===== src/rtl/muldiv_pkg.sv =====
// Shared definitions for the RV32M/RV64M multiply/divide unit: funct3 encodings, FSM states
// and operand-signedness helpers.
package muldiv_pkg;

    localparam int unsigned OP_W = 3;

    typedef enum logic [OP_W-1:0] {
        OP_MUL    = 3'd0,
        OP_MULH   = 3'd1,
        OP_MULHSU = 3'd2,
        OP_MULHU  = 3'd3,
        OP_DIV    = 3'd4,
        OP_DIVU   = 3'd5,
        OP_REM    = 3'd6,
        OP_REMU   = 3'd7
    } op_e;

    typedef enum logic [1:0] {
        IDLE = 2'd0,
        CALC = 2'd1,
        DONE = 2'd2
    } state_e;

    function automatic logic is_div(input op_e op);
        return op inside {OP_DIV, OP_DIVU, OP_REM, OP_REMU};
    endfunction

    function automatic logic is_rem(input op_e op);
        return op inside {OP_REM, OP_REMU};
    endfunction

    function automatic logic a_signed(input op_e op);
        return op inside {OP_MULH, OP_MULHSU, OP_DIV, OP_REM};
    endfunction

    function automatic logic b_signed(input op_e op);
        return op inside {OP_MULH, OP_DIV, OP_REM};
    endfunction

endpackage


===== src/rtl/muldiv_iter_core.sv =====
// Shared one-bit-per-cycle datapath: shift-add multiply or restoring divide on unsigned magnitudes.
// hi_c/lo_c present the post-step values so the final step can be captured on the done_c edge.
module muldiv_iter_core #(
    parameter int unsigned XLEN = 32
) (
    input  logic            clk,
    input  logic            rst_n,
    input  logic            flush,
    input  logic            load,
    input  logic            run,
    input  logic            div_mode,
    input  logic [XLEN-1:0] a,
    input  logic [XLEN-1:0] b,
    output logic            done_c,
    output logic [XLEN-1:0] hi_c,
    output logic [XLEN-1:0] lo_c
);

    localparam int unsigned CNT_W = $clog2(XLEN);

    logic [XLEN-1:0]  hi_q;
    logic [XLEN-1:0]  lo_q;
    logic [XLEN-1:0]  b_q;
    logic             div_q;
    logic             running_q;
    logic [CNT_W-1:0] cnt_q;

    logic [XLEN:0]    shifted;
    logic [XLEN:0]    sum;
    logic             ge;

    // Divide: hi is the partial remainder, lo shifts the dividend out and the quotient in.
    // Multiply: lo holds the multiplier, {hi,lo} shifts right one bit per step.
    always_comb begin
        shifted = {hi_q, lo_q[XLEN-1]};
        ge      = shifted >= {1'b0, b_q};
        sum     = lo_q[0] ? ({1'b0, hi_q} + {1'b0, b_q}) : {1'b0, hi_q};
        hi_c    = hi_q;
        lo_c    = lo_q;
        if (div_q) begin
            hi_c = ge ? XLEN'(shifted - {1'b0, b_q}) : shifted[XLEN-1:0];
            lo_c = {lo_q[XLEN-2:0], ge};
        end else begin
            hi_c = sum[XLEN:1];
            lo_c = {sum[0], lo_q[XLEN-1:1]};
        end
    end

    assign done_c = running_q && (cnt_q == CNT_W'(XLEN - 1));

    always_ff @(posedge clk) begin
        if (!rst_n) begin
            hi_q      <= '0;
            lo_q      <= '0;
            b_q       <= '0;
            div_q     <= 1'b0;
            running_q <= 1'b0;
            cnt_q     <= '0;
        end else if (flush) begin
            running_q <= 1'b0;
        end else if (load) begin
            hi_q      <= '0;
            lo_q      <= a;
            b_q       <= b;
            div_q     <= div_mode;
            running_q <= run;
            cnt_q     <= '0;
        end else if (running_q) begin
            hi_q <= hi_c;
            lo_q <= lo_c;
            if (done_c) begin
                running_q <= 1'b0;
            end else begin
                cnt_q <= cnt_q + CNT_W'(1);
            end
        end
    end

endmodule


===== src/rtl/muldiv_unit.sv =====
// Multi-cycle RV32M/RV64M multiply/divide unit with valid/ready handshake.
// Define MULDIV_FAST_MUL_EN for a single-cycle registered array multiply; divide is always iterative.
module muldiv_unit
    import muldiv_pkg::*;
#(
    parameter int unsigned XLEN  = 32,
    parameter int unsigned TAG_W = 5
) (
    input  logic             clk,
    input  logic             rst_n,
    input  logic             flush,
    input  logic             in_valid,
    output logic             in_ready,
    input  logic [2:0]       op,
    input  logic [XLEN-1:0]  rs1,
    input  logic [XLEN-1:0]  rs2,
    input  logic [TAG_W-1:0] tag,
    output logic             out_valid,
    input  logic             out_ready,
    output logic [XLEN-1:0]  result,
    output logic [TAG_W-1:0] out_tag,
    output logic             neg_flag,
    output logic             busy
);

    state_e           state;
    op_e              op_q;
    logic             neg_q;

    op_e              op_c;
    logic             a_neg, b_neg, sign_neg;
    logic [XLEN-1:0]  a_mag, b_mag;
    logic             div_zero, div_ovf, bypass, accept, core_run;
    logic [XLEN-1:0]  bypass_res, iter_res;
    logic [2*XLEN-1:0] fast_prod;

    logic             core_done_c;
    logic [XLEN-1:0]  core_hi_c, core_lo_c;

`ifdef MULDIV_FAST_MUL_EN
    localparam bit FAST_MUL = 1'b1;
    assign fast_prod = (2*XLEN)'(a_mag) * (2*XLEN)'(b_mag);
`else
    localparam bit FAST_MUL = 1'b0;
    assign fast_prod = '0;
`endif

    // Apply the result sign to an unsigned quotient/remainder or double-width product.
    function automatic logic [XLEN-1:0] finish_res(input op_e f_op, input logic neg,
                                                   input logic [XLEN-1:0] hi,
                                                   input logic [XLEN-1:0] lo);
        logic [2*XLEN-1:0] p;
        logic [XLEN-1:0]   v;
        if (is_div(f_op)) begin
            v = is_rem(f_op) ? hi : lo;
            v = neg ? XLEN'(-v) : v;
        end else begin
            p = {hi, lo};
            p = neg ? (2*XLEN)'(-p) : p;
            v = (f_op == OP_MUL) ? p[XLEN-1:0] : p[2*XLEN-1:XLEN];
        end
        return v;
    endfunction

    assign op_c   = op_e'(op);
    assign accept = in_valid && in_ready;

    always_comb begin
        a_neg    = a_signed(op_c) && rs1[XLEN-1];
        b_neg    = b_signed(op_c) && rs2[XLEN-1];
        a_mag    = a_neg ? XLEN'(-rs1) : rs1;
        b_mag    = b_neg ? XLEN'(-rs2) : rs2;
        sign_neg = is_rem(op_c) ? a_neg : (a_neg ^ b_neg);
        div_zero = is_div(op_c) && (rs2 == '0);
        div_ovf  = (op_c inside {OP_DIV, OP_REM}) && (rs1 == {1'b1, {(XLEN-1){1'b0}}}) &&
                   (rs2 == '1);
        bypass   = div_zero || div_ovf || (FAST_MUL && !is_div(op_c));
        core_run = !bypass;
        if (div_zero) begin
            bypass_res = is_rem(op_c) ? rs1 : '1;
        end else if (div_ovf) begin
            bypass_res = is_rem(op_c) ? '0 : rs1;
        end else begin
            bypass_res = finish_res(op_c, sign_neg, fast_prod[2*XLEN-1:XLEN], fast_prod[XLEN-1:0]);
        end
        iter_res = finish_res(op_q, neg_q, core_hi_c, core_lo_c);
    end

    muldiv_iter_core #(
        .XLEN (XLEN)
    ) u_core (
        .clk      (clk),
        .rst_n    (rst_n),
        .flush    (flush),
        .load     (accept),
        .run      (core_run),
        .div_mode (is_div(op_c)),
        .a        (a_mag),
        .b        (b_mag),
        .done_c   (core_done_c),
        .hi_c     (core_hi_c),
        .lo_c     (core_lo_c)
    );

    // Handshake FSM; flush outranks everything except reset.
    always_ff @(posedge clk) begin
        if (!rst_n) begin
            state     <= IDLE;
            in_ready  <= 1'b1;
            busy      <= 1'b0;
            out_valid <= 1'b0;
            result    <= '0;
            out_tag   <= '0;
            neg_flag  <= 1'b0;
            op_q      <= OP_MUL;
            neg_q     <= 1'b0;
        end else if (flush) begin
            state     <= IDLE;
            in_ready  <= 1'b1;
            busy      <= 1'b0;
            out_valid <= 1'b0;
        end else begin
            case (state)
                IDLE: begin
                    if (accept) begin
                        op_q     <= op_c;
                        neg_q    <= sign_neg;
                        out_tag  <= tag;
                        in_ready <= 1'b0;
                        busy     <= 1'b1;
                        if (bypass) begin
                            state     <= DONE;
                            out_valid <= 1'b1;
                            result    <= bypass_res;
                            neg_flag  <= bypass_res[XLEN-1];
                        end else begin
                            state <= CALC;
                        end
                    end
                end
                CALC: begin
                    if (core_done_c) begin
                        state     <= DONE;
                        out_valid <= 1'b1;
                        result    <= iter_res;
                        neg_flag  <= iter_res[XLEN-1];
                    end
                end
                DONE: begin
                    if (out_ready) begin
                        state     <= IDLE;
                        out_valid <= 1'b0;
                        in_ready  <= 1'b1;
                        busy      <= 1'b0;
                    end
                end
                default: begin
                    state     <= IDLE;
                    out_valid <= 1'b0;
                    in_ready  <= 1'b1;
                    busy      <= 1'b0;
                end
            endcase
        end
    end

endmodule


===== config.mk =====
export PLATFORM = sky130hd
export DESIGN_NAME = muldiv_unit
export DESIGN_NICKNAME = d
export VERILOG_FILES = /design/src/rtl/muldiv_pkg.sv /design/src/rtl/muldiv_iter_core.sv /design/src/rtl/muldiv_unit.sv
export SDC_FILE = /design/constraint.sdc
export NUM_CORES = 1
export LEC_CHECK = 0
export ABC_AREA = 1
export CORE_MARGIN = 1
export CORE_UTILIZATION = 40
export CTS_CLUSTER_SIZE = 8
export DETAILED_ROUTE_END_ITERATION = 10
export SETUP_SLACK_MARGIN = 0.2
export SYNTH_ARGS = -nofsm -noshare
export SYNTH_HDL_FRONTEND = slang
export SYNTH_SLANG_ARGS = --single-unit

===== constraint.sdc =====
create_clock -name clk -period 5.97 [get_ports clk]
set_input_delay 0.597 -clock clk [delete_from_list [all_inputs] [get_ports clk]]
set_output_delay 0.597 -clock clk [all_outputs]
set_load 0.01 [all_outputs]

; Yosys cells after proc, flatten, opt, wreduce, memory -nomap -nowiden
; Cells that the tools add are included.
[word_totals]
register_bits = 150
output_inout_bits = 41
inputBits = 77
[classes]
n_lt_le_gt_ge = 1
addsub = 7
bitwise = 4
mux = 49
n_reduce_logical = 30
n_eq_ne = 20
[ops]
columns = op, count
row1 = $mux W32, 20
row2 = $neg A32 Y32, 3
row3 = $eq A32 B32 Y1 const B, 2
row4 = $mux W64, 1
row5 = $neg A64 Y64, 1
row6 = $pmux W32 S2, 1
row7 = $add A32 B32 Y33, 1
row8 = $ge A33 B32 Y1, 1
row9 = $mux W33, 1
row10 = $logic_not A32 Y1, 1
row11 = $sub A32 B32 Y32, 1
row12 = $eq A3 B3 Y1 const B, 8
row13 = $mux W5, 3
row14 = $mux W1, 14
row15 = $reduce_and A3 Y1, 4
row16 = $reduce_bool A4 Y1, 3
row17 = $ne A2 B2 Y1 const B, 5
row18 = $reduce_bool A2 Y1, 5
row19 = $pmux W1 S3, 3
row20 = $mux W2, 4
row21 = $logic_and A1 B1 Y1, 7
row22 = $pmux W2 S3, 1
row23 = $add A5 B1 Y5 const B, 1
row24 = $eq A5 B5 Y1 const B, 1
row25 = 16 further kinds, 19

; Depth between registers and ports, before layout
[depth]
word_depth = 9
ltp_mapped = 37
depth_no_buf = 35

; Modules after synthesis
; Synthesis repeated with hierarchy kept, for this count alone.
[hier_totals]
hier_cells = 3540
area_unflattened_um2 = 19316.0
[by_module_without_submodules]
columns = module, cells_each, area_per_inst_um2, n_inst
row1 = muldiv_iter_core, 1807, 10339.9, 1
row2 = muldiv_unit, 1733, 8976.1, 1

; Worst setup path after synthesis
; No wires, ideal clock.
[synth_timing]
path_kind = flip-flop to flip-flop
start = reg u_core.b_q[24]
end = reg result[30]
required_ns = 5.838
setup_ns = 0.132
t_arrival_ns = 3.759
n_path_buf = 1
period_less_slack_ns = 3.891
path_slack_ns = 2.079
stages_incl_launch_ff = 35
cell_sequence = dfxtp_1 > inv_1 > ha_1 > nand2_1 > inv_1 > a21oi_1 > nand2_1 > nand2_1 > nand3_2 > nor2_4 > nand2_4 > buf_8 > o21ai_4 > ha_1 > nand3_1 > nor2_2 > nand3_1 > nor2_1 > nand2_1 > nor2_1 > nand3_1 > nor2_1 > nand4_1 > nor2_1 > nand2_1 > nor2_1 > nand4_1 > nand2_1 > nand2_1 > nand3_1 > nand2_1 > nand2_1 > nand3_1 > nand2_1 > a21oi_1
[synth_between]
elab_chain_cells = 9
elab_cells_between_ends = 16
[synth_lines]
columns = item, line_no
row1 = from (decl), muldiv_iter_core.sv:23  ; logic [XLEN-1:0] b_q;
row2 = from (signal assigned), muldiv_iter_core.sv:55  ; b_q <= '0;
row3 = from (signal assigned), muldiv_iter_core.sv:64  ; b_q <= b;
row4 = "$add A32 B32 Y33, or another cell as far along", muldiv_iter_core.sv:37  ; sum = lo_q[0] ? ({1'b0, hi_q} + {1'b0, b_q}) : {1'b0, hi_q};
row5 = $mux W33 / $mux W32 (equally long branches), "muldiv_iter_core.sv:37, muldiv_iter_core.sv:41"
row6 = $mux W32, muldiv_iter_core.sv:40  ; if (div_q) begin
row7 = $neg A64 Y64 / $mux W32 (equally long branches), "muldiv_unit.sv:59, muldiv_unit.sv:55"
row8 = $mux W64 / $neg A32 Y32 (equally long branches), "muldiv_unit.sv:59, muldiv_unit.sv:56"
row9 = "$mux W32, on equally long branches", "muldiv_unit.sv:60, muldiv_unit.sv:56"
row10 = $mux W32 *, muldiv_unit.sv:54  ; if (is_div(f_op)) begin
row11 = $mux W32 *, muldiv_unit.sv:142  ; if (core_done_c) begin
row12 = $pmux W32 S2 *, muldiv_unit.sv:123  ; case (state)
row13 = to (signal assigned), muldiv_unit.sv:134  ; result <= bypass_res;
row14 = to (signal assigned), muldiv_unit.sv:145  ; result <= iter_res;
row15 = to (decl), muldiv_unit.sv:20  ; output logic [XLEN-1:0] result,
; Every way passes the cells marked *; elsewhere a longest branch is shown, timed or not. The select of a mux whose other input is x is not followed.
; A chain may end at the register's enable or synchronous reset.

; Worst setup path after layout
[layout_timing]
start = reg u_core.b_q[17]
end = reg result[10]
[layout_between]
elab_chain_cells = 9
elab_cells_between_ends = 13
[layout_lines]
columns = item, line_no
row1 = $ge A33 B32 Y1 *, muldiv_iter_core.sv:36  ; ge = shifted >= {1'b0, b_q};
row2 = $mux W32, muldiv_iter_core.sv:41  ; hi_c = ge ? XLEN'(shifted - {1'b0, b_q}) : shifted[XLEN-1:0];
row3 = $mux W32, muldiv_iter_core.sv:40
row4 = $neg A64 Y64 / $mux W32 (equally long branches), "muldiv_unit.sv:59, muldiv_unit.sv:55"
row5 = $mux W64 / $neg A32 Y32 (equally long branches), "muldiv_unit.sv:59, muldiv_unit.sv:56"
row6 = "$mux W32, on equally long branches", "muldiv_unit.sv:60, muldiv_unit.sv:56"
row7 = $mux W32 *, muldiv_unit.sv:54
row8 = $mux W32 *, muldiv_unit.sv:142
row9 = $pmux W32 S2 *, muldiv_unit.sv:123
; Marks and branches as above.

==> qor.csv <==
stage;metric;value;unit
sta;fmax;0.198;GHz
finish;final_area;20400;um2
synth;ys_warn_count;0;
route;vias_per_cell;5.74;
power;power_density;206;nW/um2
worst_hold_path;whs_endpoint;result[29];
sta;report.final.slew_viol_count;0;
route;drt-total-wl;84700;um
clock_tree;ctsHoldBuffers;0;
route;dr.pass1.iters;6;
finish;fin_cells;4021;
clock_tree;cts.sinks;149;
grt;overflow;0;
clock_tree;cts.repair.resized;0;
placed_design;dpl.hpwl;67700;um
clock_tree;cts-root-buf;clkbuf_16;
finish;final_util;0.459;
sta;tns;0;ns
clock_tree;htree_levels;4;
synth;netlist_instances;3369;
synth;synth-edff-count;0;
worst_setup_path;arrival;5.48;ns
placed_design;io_buffer_count;117;
clock_tree;numCtsBuffers;17;
die;coreArea;44500;um2
die;initial_utilization;0.408;
grt;antenna_found_initial;3;
die;die_area;46300;um2
route;drtAntennaViolNets;0;
route;wire_per_inst;21.1;um
route;drtIter0Drc;3019;
sta;fin_crit_sh;0.848;
grt;grt_usage;0.361;
die;die_x;215;um
worst_setup_path;r2r-start;u_core.b_q[17];
synth;synth_area;18200;um2
synth;synthDistinctLibCells;54;
synth;yosys.area.top_type;nand2_1;
worst_hold_path;hold_path_class;reg -> reg;
job;maxCapViolCount;0;
sta;finalSetupViolations;0;
die;rows;77;
clock_tree;cts_tree;built;
synth;synthArstFlopShare;0;
clock_tree;clkTransAtPathRegs;0.08;ns
worst_setup_path;r2r_slack;0.91;ns
synth;synth_ff_type;dfxtp_1;
power;leakage;9.61;nW
die;die_y;215;um
worst_hold_path;hold_path_depth;2;
power;peakVddDrop;0.170;mV
clock_tree;clk_latency;0.50;ns
placed_design;place_congestion;1.06;
die;pin_count;118;
synth;synth_area_leaders;nand2_1 (22%), dfxtp_1 (16%), inv_1 (9.3%), nand3_1 (8.3%), nor2_1 (6.6%);
synth;post_synth.cell_area_avg;5.39;um2
sta;finClkSkew;0.0200;ns
route;drc;0;
placed_design;placed_area;19800;um2
worst_setup_path;worstRegToRegCells;23;
finish;nets;3565;
worst_setup_path;required;6.39;ns
sta;final-hold-violation-count;0;
worst_setup_path;critPathKind;reg -> reg;
placed_design;dp.cells;3988;
grt;grt_pass1_vias;20842;
synth;synth.top_cell.area_share;0.221;
clock_tree;postCtsSetupBuffers;0;
worst_hold_path;worstHoldStart;result[29];
synth;synth.yosys.seq_area_share;0.164;
route;num_vias;23080;
sta;rsz0062_at_grt;no;
worst_setup_path;critical_path.max_fanout;38;
worst_setup_path;start_kind;flop;
synth;syn-num-nets;3519;
synth;synth_seq_cells;149;
worst_setup_path;worstSetupEndpointType;flop;
sta;relSlewSlack;0.0865;
clock_tree;clock_path_buffers;2;
outcome;outcome;finished clean;
finish;drive_above_1_share;0.0493;
grt;grt_pass1_wl;128000;um
finish;area_growth;12.5;%
sta;period_needed;5.06;ns
sta;worst_slew_pin_slew;1.36;ns
grt;grt_max_degree;70;
worst_setup_path;r2r-end;result[10];
==> cell usage after synthesis (36+ instances only) <==
master	n
nor3_1	43
nand4_1	48
ha_1	71
dfxtp_1	149
a31oi_1	36
nand3_1	303
nand2_1	1070
xor2_1	40
nor2_1	319
o21ai_0	221
inv_1	450
a21oi_1	232
clkbuf_1	80
==> report_power, final <==
group          switching [W]  internal [W]  leakage [nW]  total, W
combinational        0.00132      0.000540          8.09   0.00186
clock               0.000535      0.000716         0.310   0.00125
sequential         0.0000562       0.00104          1.21   0.00109
total                0.00191       0.00229          9.61   0.00421
==> layout make-up <==
type | instances | area (um2)
Fill cell | 4926 | 24100
Multi-Input combinational cell | 2632 | 12900
Sequential cell | 149 | 2990
Inverter | 460 | 1730
Timing Repair Buffer | 155 | 1460
Tap cell | 592 | 741
Clock buffer | 19 | 443
Clock inverter | 13 | 193
Antenna cell | 1 | 2.50
==> layout by cell type (no fill, tap or decap), types with 4 or more instances in the layout <==
| cell type | Yosys | final |
|---|---|---|
| nand4_1 | 48 | 48 |
| o21bai_1 | 12 | 12 |
| nand2_2 | 25 | 25 |
| nor3_2 | 7 | 8 |
| o21ai_0 | 221 | 221 |
| or2_2 | 7 | 7 |
| o32ai_1 | 5 | 5 |
| o22ai_1 | 21 | 21 |
| a21oi_1 | 232 | 232 |
| xnor2_1 | 25 | 25 |
| buf_4 | 4 | 38 |
| nor4_1 | 10 | 10 |
| nor2_2 | 21 | 22 |
| clkinv_1 | 7 | 7 |
| o21ai_2 | 11 | 11 |
| nand3b_1 | 21 | 21 |
| xor2_1 | 40 | 40 |
| inv_1 | 450 | 449 |
| inv_2 | 3 | 4 |
| nand3_2 | 9 | 9 |
| ha_1 | 71 | 71 |
| nand2_1 | 1070 | 1070 |
| dfxtp_1 | 149 | 147 |
| clkbuf_16 | 0 | 17 |
| clkdlybuf4s50_1 | 0 | 117 |
| nor2_4 | 3 | 4 |
| bufinv_16 | 0 | 4 |
| nor3_1 | 43 | 42 |
| o211ai_1 | 14 | 14 |
| o21ai_1 | 17 | 17 |
| nand3_1 | 303 | 303 |
| and2_1 | 4 | 4 |
| o31ai_1 | 9 | 9 |
| nor2_1 | 319 | 317 |
| a31oi_1 | 36 | 36 |
==> cell families (layout without fill, tap and decap cells) <==
| kind of cell | after synthesis | after routing | share of synthesized area |
|---|---|---|---|
| AOI/OAI and AO/OA | 599 | 599 | 0.182 |
| xor gates and xnor gates | 65 | 65 | 0.0313 |
| adders and majority gates | 73 | 73 | 0.0511 |
| buffers and inverters | 588 | 647 | 0.127 |
| DFF | 149 | 149 | 0.164 |
| other | 0 | 1 | 0 |
| and+or+nand+nor | 1895 | 1895 | 0.444 |
==> per-layer routing <==
| layer | up-vias | routed length [um] | part of all wire | global-route usage |
|---|---|---|---|---|
| li1 | 11001 | - | - | - |
| met1 | 10644 | 37800 | 0.45 | 0.522 |
| met2 | 1285 | 34000 | 0.40 | 0.515 |
| met3 | 146 | 10100 | 0.12 | 0.0895 |
| met4 | 4 | 2770 | 0.033 | 0.123 |
| met5 | - | 23 | 0.00027 | 0 |
==> worst max path at each step <==
stage,cells after the start,startpoint,to,slack (ns)
2_1_floorplan,34,u_core.b_q[24],result[30],2.08
3_3_place_gp,20,rs2[0],result[3],0.90
3_5_place_dp,20,rs2[0],result[3],0.91
4_1_cts,33,u_core.b_q[17],result[30],1.12
5_1_grt,33,u_core.b_q[12],result[30],0.44
6_report,23,u_core.b_q[17],result[10],0.91
==> stage by stage <==
stage / power (W) / setup slack (ns) / hold slack [ns]
after floorplan: 0.00231 / 2.08 / 0.462
after global placement: 0.00290 / 0.895 / 0.452
after global routing: 0.00441 / 0.438 / 0.486
final: 0.00421 / 0.908 / 0.461
after CTS: 0.00415 / 1.12 / 0.465
after detailed placement: 0.00290 / 0.915 / 0.455
==> sequential cells by signal, indices dropped and copies added, names as in the netlist <==
signal,cells
u_core.div_q,1
out_valid,1
in_ready,1
u_core.b_q,32
u_core.hi_q,32
u_core.cnt_q,5
busy,1
state,2
u_core.lo_q,32
neg_q,1
u_core.running_q,1
result,32
out_tag,5
op_q,3
==> worst max-delay path, cell delays in order, from the launching register on <==
cell     delay (ns)
dfxtp_1        0.53
inv_1          0.21
ha_1           0.45
nand2_1        0.21
nor2_1         0.34
nand2_1        0.15
nor3_2         0.20
nand2_4        0.08
nand2_4        0.10
buf_4          0.40
nand2_1        0.09
nand3_1        0.08
nand2_1        0.23
o21ai_2        0.27
ha_1           0.20
nand3_1        0.23
inv_1          0.18
nand2_2        0.11
o21ai_2        0.29
xor2_1         0.19
nand2_1        0.06
nand3_1        0.10
nand3_1        0.09
a21oi_1        0.14
No activity file was read; power rests on OpenSTA's default activity.
